<file path="config.mk">
export PLATFORM = sky130hd
export DESIGN_NAME = instruction_fetch_unit
export DESIGN_NICKNAME = d
export VERILOG_FILES = /design/src/rtl/instruction_fetch_unit.sv
export SDC_FILE = /design/constraint.sdc
export NUM_CORES = 1
export LEC_CHECK = 0
export ABC_AREA = 1
export CAP_MARGIN = 25
export CORE_ASPECT_RATIO = 0.5
export CORE_MARGIN = 4
export CORE_UTILIZATION = 38
export DETAILED_ROUTE_END_ITERATION = 8
export GPL_ROUTABILITY_DRIVEN = 0
export GPL_TIMING_DRIVEN = 0
export HOLD_SLACK_MARGIN = 0.08
export PLACE_DENSITY = 0.73
export REMOVE_ABC_BUFFERS = 1
export SETUP_SLACK_MARGIN = 0.02
export SYNTH_ARGS = -nofsm -noshare
export SYNTH_HDL_FRONTEND = slang
export SYNTH_SLANG_ARGS = --single-unit
</file>
<file path="constraint.sdc">
create_clock -name clk -period 2.05 [get_ports clk]
set_input_delay 0.41 -clock clk [delete_from_list [all_inputs] [get_ports clk]]
set_output_delay 0.41 -clock clk [all_outputs]
set_load 0.01 [all_outputs]
</file>
<file path="src/rtl/instruction_fetch_unit.sv">
// Instruction fetch unit: one outstanding fetch at a time.
// A fetch walks REQ -> WAIT -> ISSUE. A retirement to a misaligned PC parks
// the unit in TRAP until reset.
module instruction_fetch_unit #(
  parameter logic [31:0] RESET_VECTOR = 32'h0000_0000
) (
  input  logic        clk,
  input  logic        rst_n,
  input  logic [31:0] pc_next,
  output logic        imem_req_valid,
  input  logic        imem_req_ready,
  output logic [31:0] imem_addr,
  input  logic        imem_rsp_valid,
  input  logic [31:0] imem_rsp_data,
  output logic        instr_valid,
  input  logic        instr_ready,
  output logic [31:0] instr,
  output logic [31:0] pc,
  output logic [31:0] pc_plus_4,
  output logic        misaligned,
  output logic [31:0] instret
);

  localparam logic [31:0] NOP_INSTR = 32'h0000_0013;

  typedef enum logic [1:0] {
    S_REQ   = 2'b00,
    S_WAIT  = 2'b01,
    S_ISSUE = 2'b10,
    S_TRAP  = 2'b11
  } state_t;

  state_t      state_r;
  state_t      state_s;
  logic [31:0] pc_r;
  logic [31:0] instr_r;
  logic [31:0] instret_r;
  logic        misaligned_r;
  logic        req_valid_r;
  logic        instr_valid_r;
  logic        capture_s;
  logic        retire_s;
  logic        trap_s;

  // Next-state decode plus the capture/retire/trap strobes for the datapath.
  always_comb begin
    state_s   = state_r;
    capture_s = 1'b0;
    retire_s  = 1'b0;
    trap_s    = 1'b0;
    case (state_r)
      S_REQ: begin
        if (imem_req_ready) begin
          state_s = S_WAIT;
        end else begin
          state_s = S_REQ;
        end
      end
      S_WAIT: begin
        if (imem_rsp_valid) begin
          capture_s = 1'b1;
          state_s   = S_ISSUE;
        end else begin
          state_s = S_WAIT;
        end
      end
      S_ISSUE: begin
        if (instr_ready) begin
          retire_s = 1'b1;
          if (pc_next[1:0] == 2'b00) begin
            state_s = S_REQ;
          end else begin
            trap_s  = 1'b1;
            state_s = S_TRAP;
          end
        end else begin
          state_s = S_ISSUE;
        end
      end
      S_TRAP: begin
        state_s = S_TRAP;
      end
      default: begin
        // An illegal encoding is treated as a trap so the unit stops fetching.
        state_s = S_TRAP;
      end
    endcase
  end

  // State register; reset restarts fetching from the reset vector.
  always_ff @(posedge clk or negedge rst_n) begin
    if (!rst_n) begin
      state_r <= S_REQ;
    end else begin
      state_r <= state_s;
    end
  end

  // Handshake flags are registered copies of the next-state decode.
  always_ff @(posedge clk or negedge rst_n) begin
    if (!rst_n) begin
      req_valid_r   <= 1'b1;
      instr_valid_r <= 1'b0;
    end else begin
      req_valid_r   <= (state_s == S_REQ);
      instr_valid_r <= (state_s == S_ISSUE);
    end
  end

  // PC advances only on the retiring edge; a misaligned target is kept for inspection.
  always_ff @(posedge clk or negedge rst_n) begin
    if (!rst_n) begin
      pc_r <= RESET_VECTOR;
    end else if (retire_s) begin
      pc_r <= pc_next;
    end else begin
      pc_r <= pc_r;
    end
  end

  // Instruction word is captured only while waiting; stray responses are dropped.
  always_ff @(posedge clk or negedge rst_n) begin
    if (!rst_n) begin
      instr_r <= NOP_INSTR;
    end else if (capture_s) begin
      instr_r <= imem_rsp_data;
    end else begin
      instr_r <= instr_r;
    end
  end

  // Retired-instruction counter, wrapping modulo 2^32.
  always_ff @(posedge clk or negedge rst_n) begin
    if (!rst_n) begin
      instret_r <= 32'h0000_0000;
    end else if (retire_s) begin
      instret_r <= instret_r + 32'd1;
    end else begin
      instret_r <= instret_r;
    end
  end

  // Sticky misaligned flag, cleared only by reset.
  always_ff @(posedge clk or negedge rst_n) begin
    if (!rst_n) begin
      misaligned_r <= 1'b0;
    end else if (trap_s) begin
      misaligned_r <= 1'b1;
    end else begin
      misaligned_r <= misaligned_r;
    end
  end

  assign imem_req_valid = req_valid_r;
  assign imem_addr      = pc_r;
  assign instr_valid    = instr_valid_r;
  assign instr          = instr_r;
  assign pc             = pc_r;
  assign pc_plus_4      = pc_r + 32'd4;
  assign misaligned     = misaligned_r;
  assign instret        = instret_r;

endmodule
</file>
==> impl_metrics.env <==
export IMPL_worst_setup_path_type="reg -> out"
export IMPL_grt_first_pass_wirelength_mm=29.0
export IMPL_layout_area_overhead_vs_synth_pct=64.1
export IMPL_worst_setup_path_end_kind="output port"
export IMPL_crit_path_max_fanout=6
export IMPL_first_iter_violations=345
export IMPL_post_cts_hold_fix_bufs=0
export IMPL_diodes=0
export IMPL_finish_cell_count_without_fillers=1164
export IMPL_seq_area_um2=2560
export IMPL_report_final_slew_viol_count=0
export IMPL_cp_cell_sequence="nand2_1 > nor2_4 > nand2_4 > inv_4 > nand3b_1 > buf_4 > inv_2 > nand2_1 > nand2_1 > nand2_1 > buf_2"
export IMPL_fmax_mhz=440
export IMPL_final_design_area_no_fill_um2=8820
export IMPL_number_of_antenna_violations_at_the_first_check_in_global_routing=0
export IMPL_remaining_global_route_overflow=0
export IMPL_worst_hold_check_slack_ns=0.0863
export IMPL_grt_total_usage_pct=22.3
export IMPL_ioPinCount=232
export IMPL_report_final_hold_viol_count=0
export IMPL_cts_buffers_inserted=9
export IMPL_cp_required_ns=1.64
export IMPL_drt_total_wl_mm=18.9
export IMPL_timing_critical_path_slowest_stage_cell="sky130_fd_sc_hd__dfrtp_2"
export IMPL_power_total_mw=11.2
export IMPL_die_h_um=92.1
export IMPL_rsz0062_at_grt="true"
export IMPL_cp_arrival_ns=1.86
export IMPL_worstMarginPinSlew_ns=0.646
export IMPL_dpl_worst_slack_ns=-0.945
export IMPL_synth_top_cell_by_area="sky130_fd_sc_hd__dfrtp_1"
export IMPL_async_reset_ff_share_pct=100
export IMPL_synth_cell_type_count=26
export IMPL_cp_start_kind="flip-flop"
export IMPL_cap_violations=0
export IMPL_place_port_buffers=231
export IMPL_maximum_number_of_pins_on_one_net_before_global_route_repair=58
export IMPL_postSynthAreaPerCell_um2=7.63
export IMPL_clock_tree_root_buffer_cell="sky130_fd_sc_hd__clkbuf_16"
export IMPL_power_density_cell_area_nw_per_um2=1270
export IMPL_post_synth_inst_count=705
export IMPL_remaining_drc_errors=0
export IMPL_placeable_core_area_um2=13700
export IMPL_die_width_um=176
export IMPL_clkTransAtPathRegs_ns=0.07
export IMPL_outcome="finished, violations left"
export IMPL_synth_common_cells="301 x sky130_fd_sc_hd__nand2_1, 97 x sky130_fd_sc_hd__dfrtp_1, 57 x sky130_fd_sc_hd__inv_1"
export IMPL_seq_area_frac_synth_pct=47.1
export IMPL_final_layout_size_suffix_gt1_share_pct=22.6
export IMPL_fill_cells=1104
export IMPL_route_antenna_remaining_nets=0
export IMPL_wl_per_cell_um=16.2
export IMPL_cts_buffer_depth=2
export IMPL_critical_path_max_stage_delay_ns=0.44
export IMPL_dp_cells=1083
export IMPL_tritoncts="done"
export IMPL_htree_levels=3
export IMPL_finish_utilization_pct=64.4
export IMPL_first_global_vias=5428
export IMPL_power_static_leakage_nw=4.08
export IMPL_cpMostUsedCell="sky130_fd_sc_hd__nand2_1"
export IMPL_synth_enable_flop_cells=0
export IMPL_final_period_minus_worst_setup_slack_ns=2.27
export IMPL_multi_input_comb_area_um2=2670
export IMPL_relSlewSlack_pct=56.9
export IMPL_ys_dominant_reg_cell="sky130_fd_sc_hd__dfrtp_1"
export IMPL_post_synth_top_count_cell="sky130_fd_sc_hd__nand2_1"
export IMPL_dp_final_hpwl_mm=12.6
export IMPL_violations="negative setup slack"
export IMPL_timing_final_setup_violations=24
export IMPL_fin_nets=1038
export IMPL_core_rowCount=30
export IMPL_die_area_um2=16200
export IMPL_setup_tns_final_ns=-3.03
export IMPL_postLayoutSetupSlackWorst_ns=-0.223
export IMPL_min_delay_path_class="in -> async"
export IMPL_synth_top_cells_by_area="sky130_fd_sc_hd__dfrtp_1 45%, sky130_fd_sc_hd__nand2_1 21%, sky130_fd_sc_hd__buf_4 4.9%"
export IMPL_placement_stage_cell_area_um2=7670
export IMPL_clock_skew_ns=0.00723
export IMPL_cts_num_sinks=101
export IMPL_detailroute_via_count=5672
export IMPL_warnings_from_yosys=0
export IMPL_drt_pre_antenna_iters=5
export IMPL_ir_worst_vdd_mv=0.508
export IMPL_initial_util_pct=39.2
export IMPL_insertion_delay_ns=0.34
export IMPL_netlist_area_um2=5380
export IMPL_yosysTopAreaCellShare_pct=45.1
export IMPL_final_period_utilization_pct=111
export IMPL_routed_via_density=4.87
export IMPL_postSynthRegisterBits=101
final cells by class:
class	instances	area share (%)
Inverter	59	2.81
Multi-Input combinational cell	499	30.3
Sequential cell	101	29.0
Timing Repair Buffer	296	31.5
Tap cell	192	2.72
Clock inverter	7	1.11
Clock buffer	9	2.55
Timing Repair inverter	1	0.0851
final timing paths:
path / from / endpoint / slack (ns) / cells past startpoint
setup reg to reg: state_r[1]$_DFF_PN0_ / instret[23]$_DFFE_PN0P_ / 0.26 / 6
min in group clk: instr[1]$_DFFE_PN1P_ / instr[1]$_DFFE_PN1P_ / 0.46 / 2
max in group asynchronous: rst_n / imem_req_valid$_DFF_PN1_ / 1.20 / 2
hold / removal: rst_n / imem_addr[28]$_DFFE_PN0P_ / 0.09 / 1
hold reg to reg: instr[1]$_DFFE_PN1P_ / instr[1]$_DFFE_PN1P_ / 0.46 / 2
setup / recovery: imem_addr[8]$_DFFE_PN0P_ / pc_plus_4[20] / -0.22 / 11
kinds of logic (layout without fill, tap and decap cells):
logic type,count (synthesis),after routing,share of synthesized area (%)
adders and majority gates,2,2,0.465
buffers and inverters,106,372,9.91
xor gates and xnor gates,37,37,6.03
DFF,101,101,47.1
and+or+nand+nor,439,440,34.5
AOI/OAI and AO/OA,20,20,1.95
registers in the layout (all words and copies together), names as in the netlist:
register / count
imem_addr: 32
instr_valid: 1
instr: 32
imem_req_valid: 1
state_r: 2
instret: 32
misaligned: 1
cells in the final DEF (no fill, tap or decap), types with 15 or more instances in the layout:
master,Yosys,layout
sky130_fd_sc_hd__nand3_1,28,26
sky130_fd_sc_hd__nor2_4,1,15
sky130_fd_sc_hd__inv_1,57,44
sky130_fd_sc_hd__buf_6,0,15
sky130_fd_sc_hd__dfrtp_2,0,19
sky130_fd_sc_hd__nand2_2,1,15
sky130_fd_sc_hd__buf_2,3,20
sky130_fd_sc_hd__nand4_1,16,16
sky130_fd_sc_hd__clkdlybuf4s50_1,0,201
sky130_fd_sc_hd__dfrtp_1,97,78
sky130_fd_sc_hd__o21ai_0,17,16
sky130_fd_sc_hd__nand2_1,301,278
sky130_fd_sc_hd__xor2_1,24,24
sky130_fd_sc_hd__buf_4,35,53
sky130_fd_sc_hd__nor2_1,54,34
per-layer routing:
metal,global-route usage [%],wire length [um]
met5,0,0
met4,8.37,687
met3,4.16,1080
met2,40.1,9700
met1,26.7,7440
where the power goes:
group          leakage (nW)  switching (mW)  total, mW  internal [mW]
Combinational          2.68            2.82       5.88           3.06
Sequential             1.25           0.741       3.46           2.71
Clock                 0.152           0.779       1.85           1.08
critical path, delay by kind of cell (launching register included):
family | cells | cell delay (ns)
buf+inv | 4 | 0.42
simple gates | 7 | 0.66
flops | 1 | 0.44
what timing repair did:
item | in CTS | in global routing
cloned | 2 | 0
setup endpoints to repair | 94 | 28
pin swaps | 40 | 22
buffers inserted | 51 | 12
gates resized for setup | 214 | 38
No activity file was read; power rests on OpenSTA's default activity.
